<file path="src/rtl/usb_rx_unstuff.sv">
// USB receive front end: NRZI decode, SYNC check, bit unstuffing and EOP detection.
// A whole packet is buffered, then replayed to the decoder as one gap-free burst.
module usb_rx_unstuff #(
    parameter int MAX_BITS = 128,
    parameter int CW       = 7
) (
    input  logic          clk,
    input  logic          rst_b,
    input  logic          dp,
    input  logic          dm,
    output logic          bstr,
    output logic          bstr_avail,
    output logic          bstr_done,
    output logic [CW-1:0] bit_count,
    output logic          rx_err
);

    // Pointers carry one extra bit so a completely full buffer (wr_ptr == MAX_BITS) is representable.
    localparam int PW = CW + 1;

    typedef enum logic [2:0] {
        IDLE,
        RECV,
        EOP1,
        EOP2,
        REPLAY,
        DONE,
        ERR
    } state_t;

    state_t        state_q, state_d;
    logic          prev_q, prev_d;
    logic [PW-1:0] wr_ptr_q, wr_ptr_d;
    logic [PW-1:0] rd_ptr_q, rd_ptr_d;
    logic [2:0]    ones_q, ones_d;
    logic          jseen_q, jseen_d;
    logic          rx_err_q;
    logic          store_q [MAX_BITS];

    logic isJ, isK, isSe0, isSe1;
    logic rxBit, takeBit, wrEn;

    assign isJ   =  dp & ~dm;
    assign isK   = ~dp &  dm;
    assign isSe0 = ~dp & ~dm;
    assign isSe1 =  dp &  dm;
    // prev_q holds the dp level of the last J/K, so an unchanged line decodes as 1.
    assign rxBit = (dp == prev_q);

    always_comb begin
        state_d  = state_q;
        prev_d   = prev_q;
        wr_ptr_d = wr_ptr_q;
        rd_ptr_d = rd_ptr_q;
        ones_d   = ones_q;
        jseen_d  = jseen_q;
        takeBit  = 1'b0;
        wrEn     = 1'b0;

        case (state_q)
            IDLE: begin
                if (isK) begin
                    state_d = RECV;
                    takeBit = 1'b1;
                end else if (isSe1) begin
                    state_d = ERR;
                end
            end
            RECV: begin
                if (isSe0) begin
                    state_d = EOP1;
                end else if (isSe1) begin
                    state_d = ERR;
                end else begin
                    takeBit = 1'b1;
                end
            end
            EOP1: state_d = isSe0 ? EOP2 : ERR;
            EOP2: state_d = (isJ && (wr_ptr_q >= PW'(16))) ? REPLAY : ERR;
            REPLAY: begin
                rd_ptr_d = rd_ptr_q + PW'(1);
                if (rd_ptr_q == wr_ptr_q - PW'(1)) begin
                    state_d = DONE;
                end
            end
            DONE: begin
                state_d  = IDLE;
                wr_ptr_d = '0;
                rd_ptr_d = '0;
                ones_d   = '0;
                prev_d   = 1'b1;
            end
            ERR: begin
                if (isJ) begin
                    if (jseen_q) begin
                        state_d  = IDLE;
                        wr_ptr_d = '0;
                        rd_ptr_d = '0;
                        ones_d   = '0;
                        prev_d   = 1'b1;
                        jseen_d  = 1'b0;
                    end else begin
                        jseen_d = 1'b1;
                    end
                end else begin
                    jseen_d = 1'b0;
                end
            end
            default: state_d = IDLE;
        endcase

        // Decoded bit handling: SYNC pattern, stuffed-bit removal, then overflow guard.
        if (takeBit) begin
            prev_d = dp;
            if (wr_ptr_q < PW'(8)) begin
                if (rxBit != (wr_ptr_q == PW'(7))) begin
                    state_d = ERR;
                end else begin
                    wrEn = 1'b1;
                end
            end else if (ones_q == 3'd6) begin
                if (rxBit) begin
                    state_d = ERR;
                end else begin
                    ones_d = '0;
                end
            end else if (wr_ptr_q == PW'(MAX_BITS)) begin
                state_d = ERR;
            end else begin
                wrEn = 1'b1;
            end
            if (wrEn) begin
                wr_ptr_d = wr_ptr_q + PW'(1);
                ones_d   = rxBit ? ones_q + 3'd1 : 3'd0;
            end
        end

        if ((state_d == ERR) && (state_q != ERR)) begin
            jseen_d = 1'b0;
        end
    end

    always_ff @(posedge clk or negedge rst_b) begin
        if (!rst_b) begin
            state_q  <= IDLE;
            prev_q   <= 1'b1;
            wr_ptr_q <= '0;
            rd_ptr_q <= '0;
            ones_q   <= '0;
            jseen_q  <= 1'b0;
            rx_err_q <= 1'b0;
        end else begin
            state_q  <= state_d;
            prev_q   <= prev_d;
            wr_ptr_q <= wr_ptr_d;
            rd_ptr_q <= rd_ptr_d;
            ones_q   <= ones_d;
            jseen_q  <= jseen_d;
            rx_err_q <= (state_d == ERR) && (state_q != ERR);
        end
    end

    // Packet storage needs no reset: only bits below wr_ptr are ever read back.
    always_ff @(posedge clk) begin
        if (wrEn) begin
            store_q[wr_ptr_q[CW-1:0]] <= rxBit;
        end
    end

    assign bstr_avail = (state_q == REPLAY);
    assign bstr       = bstr_avail & store_q[rd_ptr_q[CW-1:0]];
    assign bstr_done  = (state_q == DONE);
    // A completely full buffer wraps the CW-bit count to zero.
    assign bit_count  = wr_ptr_q[CW-1:0];
    assign rx_err     = rx_err_q;

endmodule

</file>
<file path="config.mk">
export PLATFORM = sky130hd
export DESIGN_NAME = usb_rx_unstuff
export DESIGN_NICKNAME = d
export VERILOG_FILES = /design/src/rtl/usb_rx_unstuff.sv
export SDC_FILE = /design/constraint.sdc
export NUM_CORES = 1
export LEC_CHECK = 0
export CORE_AREA = 2 2 113 115
export DETAILED_ROUTE_END_ITERATION = 7
export DIE_AREA = 0 0 115 117
export PLACE_DENSITY = 0.8
export SETUP_SLACK_MARGIN = 0.4
export SLEW_MARGIN = 20
export SYNTH_ARGS = -nofsm -noshare
export SYNTH_HDL_FRONTEND = slang
export SYNTH_SLANG_ARGS = --single-unit
</file>
<file path="constraint.sdc">
create_clock -name clk -period 9.21 [get_ports clk]
set_input_delay 0.921 -clock clk [delete_from_list [all_inputs] [get_ports clk]]
set_output_delay 0.921 -clock clk [all_outputs]
set_load 0.02 [all_outputs]
</file>
# Yosys cells after proc, flatten, opt, wreduce, memory -nomap -nowiden

Memories as Yosys holds them, arrays and structs flattened.
Cells that the tools add are included.

Bits of input ports: 4
Memory bits (writable): 128
Word-level logic and storage cells: 99
Output and inout bits: 11
Memories kept: 1
Register bits after elaboration: 25

Magnitude comparators: 2
Reductions and logical operators: 8
Mux-type cells: 52
Equality and inequality tests: 18
$add $sub $neg: 4
Bitwise gates (word level): 7

Memory list:

| name    | depth | bits a word | read ports | clocked after memory_dff | wr ports | RTL line | source |
|---|---|---|---|---|---|---|---|
| store_q | 128   | 1           | 1          | 0                        | 1        | 38       | `logic store_q [MAX_BITS];` |

Operators by type and width:

| operator              | count |
|---|---|
| $mux W3               | 21 |
| $mux W8               | 6 |
| $pmux W8 S3           | 1 |
| $mux W1               | 18 |
| $pmux W3 S6           | 1 |
| $add A8 B1 Y8 const B | 2 |
| $pmux W8 S2           | 1 |
| $eq A3 B3 Y1 const B  | 5 |
| $ne A3 B3 Y1 const B  | 3 |
| $eq A8 B3 Y1 const B  | 1 |
| $eq A8 B8 Y1          | 1 |
| $eq A8 B8 Y1 const B  | 1 |
| $ge A8 B5 Y1 const B  | 1 |
| $lt A8 B4 Y1 const B  | 1 |
| $sub A8 B1 Y8 const B | 1 |
| $eq A3 B2 Y1 const B  | 2 |
| $pmux W3 S2           | 1 |
| $reduce_and A3 Y1     | 2 |
| $reduce_bool A3 Y1    | 2 |
| $and A1 B1 Y1         | 5 |
| $ne A2 B2 Y1 const B  | 2 |
| $pmux W1 S2           | 2 |
| $add A3 B1 Y3 const B | 1 |
| $eq A3 B1 Y1 const B  | 1 |
| other kinds (7)       | 9 |

# Depth between registers and ports, before layout

Word-level depth: 12
Mapped depth: 10
Depth with buffers taken out: 8

# Worst setup path before layout

OpenSTA, ideal clock, no wires.

Path type: input port to flip-flop
Start point: in dp
End point: mem store_q[95] (enable)
Path slack: 2.251 ns
Arrival time: 6.657 ns
Required time: 8.908 ns
Buffers on the path: 3
Setup time: 0.302 ns
Cell stages on the path: 8
Cells stage by stage: xnor2_1 > xnor2_1 > a2111oi_4 > buf_6 > nand4_1 > buf_2 > buf_2 > nor2_1

Word-level cells in the longest chain between the ends: 8
Elaborated cells between the ends (all ways): 16
Classes of those cells: eq/ne (2); mux (10); bitwise (4)

Ends and longest elaborated chain:

| what                              | RTL line | source |
|---|---|---|
| start: declaration                | 9        | `input logic dp,` |
| $eq A1 B1 Y1                      | 48       | `assign rxBit = (dp == prev_q);` |
| $ne A1 B1 Y1                      | 116      | `if (rxBit != (wr_ptr_q == PW'(7))) begin` |
| $mux W1                           | 116      |  |
| $mux W1                           | 115      | `if (wr_ptr_q < PW'(8)) begin` |
| $mux W1                           | 113      | `if (takeBit) begin` |
| $mux W1 (*)                       | 113      |  |
| $mux W1 (*)                       | 165      | `if (wrEn) begin` |
| $mux W1 (implied by the code) (*) | 166      | `store_q[wr_ptr_q[CW-1:0]] <= rxBit;` |
| end: declaration                  | 38       |  |

Every way passes the cells marked *; elsewhere a longest branch is shown, timed or not. The select of a mux whose other input is x is not followed.

# Final worst setup path

Start point: in dp
End point: reg wr_ptr_q[7]

Word-level cells in the longest chain between the ends: 7
Elaborated cells between the ends (all ways): 18
Classes of those cells: eq/ne (2); mux (11); bitwise (5)

Ends and longest elaborated chain:

| what                   | RTL line | source |
|---|---|---|
| $eq A1 B1 Y1           | 48       |  |
| via rxBit              | 41       | `logic rxBit, takeBit, wrEn;` |
| $ne A1 B1 Y1           | 116      |  |
| $mux W1                | 116      |  |
| $mux W1                | 115      |  |
| $mux W1                | 113      |  |
| $mux W8                | 132      | `if (wrEn) begin` |
| $mux W8                | 113      |  |
| via wr_ptr_d[7]        | 33       | `logic [PW-1:0] wr_ptr_q, wr_ptr_d;` |
| end signal: assignment | 155      | `wr_ptr_q <= wr_ptr_d;` |
| end: declaration       | 33       |  |

The timed path passes the listed nets, and every way through them passes these cells. The select of a mux whose other input is x is not followed.
A chain may end at the register's enable or synchronous reset.

==> summary.md <==
| Metric | Value |
|---|---|
| Sequential element share of the synthesized area | `0.6063` |
| CTS sink count | `153` |
| Standard-cell rows | `41` |
| Total track usage | `0.2510` |
| FF-to-FF Start | `wr_ptr_q[3]` |
| Fin util | `0.6521` |
| Register share of total power | `0.437` |
| Capturing element type of the critical path | `flop` |
| RSZ-0062 raised after global routing | `false` |
| PnR Total Power | `2.169 mW` |
| Comb pwr share | `0.271` |
| Worst R2R End | `wr_ptr_q[7]` |
| Worst setup SP type | `input port` |
| Clock share of power | `0.292` |
| Sw power | `0.6856 mW` |
| Worst path required time | `9.56 ns` |
| Htree depth | `4` |
| Post_cts resized | `0` |
| DRT Pass-1 Iters | `5` |
| Tightest slew margin relative to the limit | `0.3057` |
| DPL Wire Length | `9.154 mm` |
| Number of DRC markers in iteration 0 | `674` |
| Setup repair bufs after CTS | `0` |
| Outcome | `finished, final reports clean` |
| Dominant cells by area after synthesis | `edfxtp_1, mux4_2, dfrtp_1, nor2_1, nand2_1` |
| Internal Pwr Total | `1.483 mW` |
| Root buf cell | `clkbuf_16` |
| Fin worst setup slack | `4.461 ns` |
| DRT antenna net count | `0` |
| Largest net degree at the start of global routing | `134` |
| Total grt overflow | `0` |
| HP Class | `in -> async` |
| Syn avg cell area | `12.52 sq um` |
| Final-report hold violation count | `0` |
| Slew Limit Fails | `0` |
| Leading post-synthesis cells by instance count | `nor2_1, edfxtp_1, nand2_1` |
| Top-area cell type share of the netlist area | `0.5213` |
| Leakage | `2.689 nW` |
| Post-Syn Nets | `602` |
| Final Skew | `0.01049 ns` |
| Layout cells sized above 1 | `0.1265` |
| Asr flop ratio synth | `0.1634` |
| Clock Latency Late Sink | `0.43 ns` |
| Total number of vias | `4764` |
| Number of setup violations in the final report | `0` |
| Total I/O pin count | `15` |
| Switching Share | `0.3161` |
| Reg clk slew, reported paths | `0.06 ns` |
| Crit share post-route | `0.5157` |
| Port buffer count | `14` |
| Die H | `117 um` |
| Routed wire length | `15.59 mm` |
| Synth Warn # | `0` |
| Reg-to-reg setup timing slack | `4.97 ns` |
| Power per cell area | `270.1 mW/mm^2` |
| Netlist cell types | `56` |
| Final #Nets | `593` |
| Initial Util | `0.5989` |
| CP Max Fanout | `133` |
| Final min period | `4.749 ns` |
| Initial antenna violation count | `0` |
| Synthesized area | `0.007373 sq mm` |
| Inserted Diodes | `0` |
| Final Wtd Congestion | `0.8871` |
| Setup Total Neg Slack | `0 ns` |
| Primary FF master, synth | `edfxtp_1` |
| Wire length per cell | `20.98 um` |
| DIE AREA | `0.01346 sq mm` |
| Worst vdd ir | `126.9 uV` |
| First-pass GRT wire length | `24.47 mm` |
| CTS Hold Bufs | `0` |
| R2R depth | `6` |
| Slew at the pin with the worst max-slew slack | `1.038 ns` |
| Achievable Freq | `210.6 MHz` |
| CTS tree | `yes` |
| Vias/cell | `6.412` |
| Core Box Area | `0.01231 sq mm` |
| CTS max path bufs | `2` |
| Post-synthesis cell count | `589` |
| #FFs+latches synth | `153` |
| Worst setup path class | `in -> reg` |
| Most common cell in the synthesized netlist | `nor2_1` |
| Vias in the first global route | `4641` |
| Post-synth EDFFs | `128` |
| Max-Cap Viols | `0` |
| Post-synth top area cell | `edfxtp_1` |
| Residual DRC | `0` |
| Die width | `115 um` |
| Pre-CTS WS | `3.734 ns` |
| CP Data Arrival Time | `5.10 ns` |
| Num CTS Buffers | `17` |
| Synthesis-to-finish area growth | `8.892%` |
[layer usage]
metal  GRT usage  share of wire  wire length (um)  vias up
met3     0.06282          0.081              1255       34
met1      0.3179           0.39              6032     2360
met5           0              0                 0        -
li1            -              -                 -     2124
met4      0.1100          0.027               416        0
met2      0.4165           0.51              7881      246
[critical path, stage by stage]
cell	delay (ns)
clkdlybuf4s50_1	0.64
xnor2_2	0.16
buf_6	0.60
xnor2_1	0.28
a2111oi_4	0.66
nand4_1	0.93
or4_1	0.79
o21ai_1	0.10
[per-stage QoR]
step	instance area, sq um	instances	hold slack [ns]
floorplan	7373	589	0.4649
global placement	7497	711	0.4986
detailed placement	7492	711	0.4874
CTS	8025	743	0.4954
global route	8029	743	0.5209
finish	8029	743	0.4918
[sequential cells by signal, summed over array words and instances (netlist names)]
signal    cells
ones_q        3
state_q       3
wr_ptr_q      8
prev_q        1
store_q     128
rd_ptr_q      8
rx_err        1
jseen_q       1
[kinds of logic after synthesis]
family,share of synthesized area
AOI/OAI and AO/OA,0.04718
xor gates and xnor gates,0.02376
adders and majority gates,0.01527
buffers and inverters,0.03665
DFF,0.6063
muxes,0.1184
and+or+nand+nor,0.1524
[power by group through the flow]
stage	Sequential, mW	Clock, mW	Combinational (mW)
CTS	0.948	0.638	0.588
floorplan	0.922	0	0.487
finish	0.948	0.633	0.588
detailed placement	0.961	0	0.584
global placement	0.959	0	0.566
global route	0.956	0.665	0.640
[area by class of cell]
type / instances / area [sq um]
clock inverters: 10 / 67.56
multi-input cells: 381 / 2640
well taps: 150 / 187.7
inverters: 11 / 41.29
repair buffers: 16 / 153.9
flip-flops and latches: 153 / 4473
fillers: 885 / 4283
clock buffers: 22 / 465.4
[how the worst max path moves through the flow]
stage / start / to / slack [ns] / cells past startpoint
6_report: dp / wr_ptr_q[7] / 4.46 / 8
2_1_floorplan: dp / store_q[95] / 2.25 / 8
5_1_grt: dp / wr_ptr_q[7] / 4.11 / 8
3_5_place_dp: dp / wr_ptr_q[7] / 3.73 / 8
3_3_place_gp: dp / wr_ptr_q[7] / 4.02 / 8
4_1_cts: dp / wr_ptr_q[7] / 4.17 / 8
[placed cells by master, fill, tap and decap left out, types with 4 or more instances in the layout]
cell type,instances
a2111oi_0,5
a21oi_1,5
clkbuf_1,4
clkbuf_16,18
clkdlybuf4s50_1,13
dfrtp_1,22
edfxtp_1,128
ha_1,9
inv_1,11
mux2i_1,13
mux4_2,32
nand2_1,40
nand3_1,15
nand4_1,9
nor2_1,155
nor2b_1,6
o211ai_1,4
o21ai_0,12
xnor2_1,8
xor2_1,11
Power figures use the tool's default switching activity.
